[config.mk]
export PLATFORM = sky130hd
export DESIGN_NAME = latch_load_ctrl
export DESIGN_NICKNAME = d
export VERILOG_FILES = /design/src/rtl/latch_load_ctrl.sv
export SDC_FILE = /design/constraint.sdc
export NUM_CORES = 1
export LEC_CHECK = 0
export BUFFER_PORTS_ARGS = -buffer_cell sky130_fd_sc_hd__buf_2
export CORE_MARGIN = 5
export CORE_UTILIZATION = 55
export CTS_CLUSTER_DIAMETER = 150
export DETAILED_ROUTE_END_ITERATION = 16
export HOLD_SLACK_MARGIN = 0.12
export PLACE_DENSITY = 0.84
export SYNTH_ARGS = -nofsm -noshare
export SYNTH_HDL_FRONTEND = slang
export SYNTH_SLANG_ARGS = --single-unit
[constraint.sdc]
create_clock -name clk -period 2.61 [get_ports clk]
set_clock_uncertainty 0.15 [all_clocks]
set_input_delay 0.522 -clock clk [delete_from_list [all_inputs] [get_ports clk]]
set_output_delay 0.522 -clock clk [all_outputs]
set_load 0.01 [all_outputs]
[src/rtl/latch_load_ctrl.sv]
// latch_load_ctrl: assembles a serial MSB-first bit stream into a WIDTH-bit word and
// drives a level-sensitive latch bank with a setup / enable / hold sequence.
// Optional feature macro: PARITY_CHECK_EN (adds a trailing even-parity bit per word).
module latch_load_ctrl #(
  parameter int unsigned WIDTH     = 8,
  parameter int unsigned EN_CYCLES = 2,
  parameter int unsigned SETUP_CYC = 1,
  parameter int unsigned HOLD_CYC  = 1
) (
  input  logic             clk,
  input  logic             rst_n,
  input  logic             sin_i,
  input  logic             svalid_i,
  output logic             sready_o,
  output logic [WIDTH-1:0] d_out_o,
  output logic             en_out_o,
  output logic             busy_o,
  output logic             done_o,
  output logic             perr_o
);

`ifdef PARITY_CHECK_EN
  localparam int unsigned FRAME_BITS = WIDTH + 1;
`else
  localparam int unsigned FRAME_BITS = WIDTH;
`endif

  // One counter serves both bit counting and phase timing, so size it for the largest use.
  localparam int unsigned MAX_A   = (FRAME_BITS > SETUP_CYC) ? FRAME_BITS : SETUP_CYC;
  localparam int unsigned MAX_B   = (MAX_A > EN_CYCLES) ? MAX_A : EN_CYCLES;
  localparam int unsigned CNT_MAX = (MAX_B > HOLD_CYC) ? MAX_B : HOLD_CYC;
  localparam int unsigned CNT_W   = $clog2(CNT_MAX + 1);

  typedef enum logic [2:0] {
    S_IDLE,
    S_SHIFT,
    S_SETUP,
    S_ENABLE,
    S_HOLD
  } state_e;

  state_e             state_q, state_d;
  logic [CNT_W-1:0]   cnt_q, cnt_d;
  logic [WIDTH-1:0]   sreg_q, sreg_d;
  logic [WIDTH-1:0]   dout_q, dout_d;
  logic               en_q, en_d;
  logic               busy_q, busy_d;
  logic               done_q, done_d;
  logic               perr_q, perr_d;
  logic               sready_q, sready_d;
  logic [WIDTH-1:0]   shift_c;
  logic [CNT_W-1:0]   acc_cnt_c;

  // State and registered outputs; EN comes straight from a single flop.
  always_ff @(posedge clk or negedge rst_n) begin
    if (!rst_n) begin
      state_q  <= S_IDLE;
      cnt_q    <= '0;
      sreg_q   <= '0;
      dout_q   <= '0;
      en_q     <= 1'b0;
      busy_q   <= 1'b0;
      done_q   <= 1'b0;
      perr_q   <= 1'b0;
      sready_q <= 1'b1;
    end else begin
      state_q  <= state_d;
      cnt_q    <= cnt_d;
      sreg_q   <= sreg_d;
      dout_q   <= dout_d;
      en_q     <= en_d;
      busy_q   <= busy_d;
      done_q   <= done_d;
      perr_q   <= perr_d;
      sready_q <= sready_d;
    end
  end

  // Next-state logic; outputs are decoded from the next state so they register with it.
  always_comb begin
    state_d   = state_q;
    cnt_d     = cnt_q;
    sreg_d    = sreg_q;
    dout_d    = dout_q;
    perr_d    = 1'b0;
    shift_c   = (sreg_q << 1) | WIDTH'(sin_i);
    acc_cnt_c = (state_q == S_IDLE) ? CNT_W'(1) : cnt_q + CNT_W'(1);

    case (state_q)
      S_IDLE, S_SHIFT: begin
        if (svalid_i) begin
          if (acc_cnt_c <= CNT_W'(WIDTH)) sreg_d = shift_c;
`ifdef PARITY_CHECK_EN
          if (acc_cnt_c == CNT_W'(WIDTH + 1)) begin
            cnt_d = '0;
            if ((^{sreg_q, sin_i}) == 1'b0) begin
              dout_d  = sreg_q;
              state_d = S_SETUP;
            end else begin
              perr_d  = 1'b1;
              state_d = S_IDLE;
            end
          end else begin
            cnt_d   = acc_cnt_c;
            state_d = S_SHIFT;
          end
`else
          if (acc_cnt_c == CNT_W'(WIDTH)) begin
            dout_d  = shift_c;
            cnt_d   = '0;
            state_d = S_SETUP;
          end else begin
            cnt_d   = acc_cnt_c;
            state_d = S_SHIFT;
          end
`endif
        end
      end
      S_SETUP: begin
        if (cnt_q == CNT_W'(SETUP_CYC - 1)) begin
          cnt_d   = '0;
          state_d = S_ENABLE;
        end else begin
          cnt_d = cnt_q + CNT_W'(1);
        end
      end
      S_ENABLE: begin
        if (cnt_q == CNT_W'(EN_CYCLES - 1)) begin
          cnt_d   = '0;
          state_d = S_HOLD;
        end else begin
          cnt_d = cnt_q + CNT_W'(1);
        end
      end
      S_HOLD: begin
        if (cnt_q == CNT_W'(HOLD_CYC - 1)) begin
          cnt_d   = '0;
          state_d = S_IDLE;
        end else begin
          cnt_d = cnt_q + CNT_W'(1);
        end
      end
      default: begin
        cnt_d   = '0;
        state_d = S_IDLE;
      end
    endcase

    en_d     = (state_d == S_ENABLE);
    busy_d   = (state_d == S_SETUP) || (state_d == S_ENABLE) || (state_d == S_HOLD);
    sready_d = (state_d == S_IDLE) || (state_d == S_SHIFT);
    done_d   = (state_q == S_HOLD) && (state_d == S_IDLE);
  end

  assign sready_o = sready_q;
  assign d_out_o  = dout_q;
  assign en_out_o = en_q;
  assign busy_o   = busy_q;
  assign done_o   = done_q;
  assign perr_o   = perr_q;

endmodule
==> flow_summary.ini <==
[floorplanning]
core-area_sq_mm = 0.00221
fp.dieH_um = 58.3
start_util_pct = 58.0
pin_count = 17
row_count = 17
fp.dieW_um = 58.3
die-area_sq_mm = 0.00340

[power_and_ir_drop]
vdd_ir_drop_max_mv = 0.659
internal-power_mw = 1.10
pwr-share-clk_pct = 16.1
power.leakage_nw = 0.720
p_comb_share_pct = 42.2
switchingPower_uw = 578
powerDensity_mw_per_mm2 = 1170
finalPower_mw = 1.67
p_seq_share_pct = 41.7
p_sw_share_pct = 34.5

[place]
place_hpwl_um = 1660
place_area_sq_mm = 0.00137
io_buffers = 15
gp_congestion = 0.866

[setup_path]
crit_path_end_kind = flop
worst_path_max_delay_cell = or4_4
path_delay_family = simple AND/OR/NAND/NOR gates
path_cells = inv_1 -> ha_1 -> or3_4 -> or4_4 -> mux2_4
worstPathMaxFanout = 9
slowest_delay_ps = 610
startpoint_type = flop
critPathRequiredTime_ps = 2680
critical_path_class = flop to flop
crit_buf_inv = 1
critPathArrivalTime_ps = 2560

[logic_synthesis]
synth_ff_type = dfrtp_1
synth_nets = 111
ys_seq_area_share_pct = 50.8
ys_ff_latch = 26
avgSynthCellArea_sq_um = 12.3
ys_warn_count = 0
synthArstFlopShare_pct = 100
synth_area_sq_mm = 0.00128
synth_edf_count = 0
synth_cell_type_count = 41
postSynthCellCount = 104

[final_layout]
post-route-util_pct = 64.5
drive_above_1_share_pct = 36.7
area_delta_synth_final_pct = 11.3
finalInstanceArea_sq_mm = 0.00143
diodes = 0
layout.nets = 128

[sta]
holdWs_ps = 297
hold_viol = 0
rsz0062_at_grt = false
setup-tns-final_ps = 0
relSlewSlack_pct = 64.1
final_period_minus_worst_setup_slack_ps = 2490
drv_slew = 0
setup_viol = 0
tightest_slew_ps = 539
post-route-period-util_pct = 95.5
max_freq_mhz = 401

[global_routing]
grt_pass1_vias = 862
grt_overflow_total = 0
grt_util_all_layers_pct = 14.5
grt_max_degree = 27
antenna_found_initial = 0
grt_pass1_wl_um = 3830

[routing]
first_pass_iters = 5
viasPerCell = 5.65
wl_um = 2260
wl_per_cell_um = 15.3
drtIter0Drc = 18
num_vias = 836
drc = 0
ant_nets = 0

[min_path]
hp-class = primary input to flop

[flow_run]
drv_cap = 0

[clocking]
holdBufCountCts = 1
clk_latency_ps = 320
cts_setup_buffers = 0
cts_root_buffer = clkbuf_4
cts_num_sinks = 26
cts-resized-gates = 0
clk_pin_slew_ps = 130
clk_path_buf_depth = 2
cts_tree = yes
htreeDepth = 1
cts_buffers = 3

[status]
status = finished, final reports clean
## state kept, by name, indices dropped and copies added, names as in the netlist
signal / flops
busy_o: 1
cnt_q: 4
d_out_o: 8
done_o: 1
en_out_o: 1
sready_o: 1
sreg_q: 7
state_q: 3
## worst paths after layout
check / startpoint / cells after the start / end / slack, ps
setup / recovery: cnt_q[0] / 5 / d_out_o[1] / 120
hold / removal: sin_i / 2 / d_out_o[0] / 300
setup reg to reg: cnt_q[0] / 5 / d_out_o[1] / 120
hold reg to reg: d_out_o[5] / 1 / d_out_o[5] / 370
max in group asynchronous: rst_n / 2 / sready_o / 1400
min in group asynchronous: rst_n / 2 / busy_o / 550
## Yosys cell counts, drive strengths merged (2+ instances only)
library cell	instances	area, sq um
dfrtp	25	626
ha	3	37.5
or3b	2	17.5
inv	5	18.8
nor3	2	10.0
nor2	4	15.0
o21ai	7	35.0
nand2	6	25.0
o21bai	2	18.8
mux2	15	199
nand2b	5	31.3
buf	4	31.3
## worst register-to-register path: cells and delay by family, from the launching register on
kind / cells / cell delay (ps)
fa+ha+maj: 1 / 340
buf+inv: 1 / 100
flops: 1 / 440
mux: 1 / 340
simple gates: 2 / 1020
## metal layers
layer | track usage, % | part of all wire, % | up-vias
met5 | 0 | 0 | -
met4 | 2.65 | 1.1 | 0
li1 | - | - | 398
met2 | 24.6 | 49 | 29
met1 | 18.5 | 44 | 403
met3 | 4.17 | 6.1 | 6
## stage by stage
stage | cells | setup WS, ps
floorplan | 104 | 234
global placement | 143 | 196
detailed placement | 143 | 132
CTS | 148 | 117
global route | 148 | 41.8
finish | 148 | 118
## cell families after synthesis
kind of cell / count (synthesis) / share of synthesized area (%)
xor gates and xnor gates: 2 / 1.37
DFF: 26 / 50.8
and+or+nand+nor: 27 / 13.5
buffers and inverters: 10 / 4.19
adders and majority gates: 3 / 2.93
muxes: 15 / 15.5
AOI/OAI and AO/OA: 20 / 11.4
other: 1 / 0.292
## cell usage in the layout (no fill, tap or decap), types with 2 or more instances in the layout
cell       n
nand2b_1   5
ha_1       3
clkbuf_4   3
dfrtp_1   25
o21ai_0    7
inv_1      5
nand2_1    5
nor2_1     4
mux2_2     7
nor3_1     2
mux2_4     8
buf_2     15
or3b_2     2
## layout make-up
cell class                      count  area, sq um
Clock buffer                        3         22.5
Inverter                            5         18.8
Fill cell                         172          785
Sequential cell                    26          652
Clock inverter                      1         30.0
Tap cell                           28         35.0
Timing Repair Buffer               17         92.6
Multi-Input combinational cell     68          577
## power groups by stage
stage               Combinational (mW)  Clock, mW  Sequential (mW)
floorplan                        0.546          0            0.679
global placement                 0.673          0            0.694
detailed placement               0.708          0            0.705
CTS                              0.711      0.275            0.697
global route                     0.782      0.296            0.720
finish                           0.706      0.270            0.699
Power figures use the tool's default switching activity.
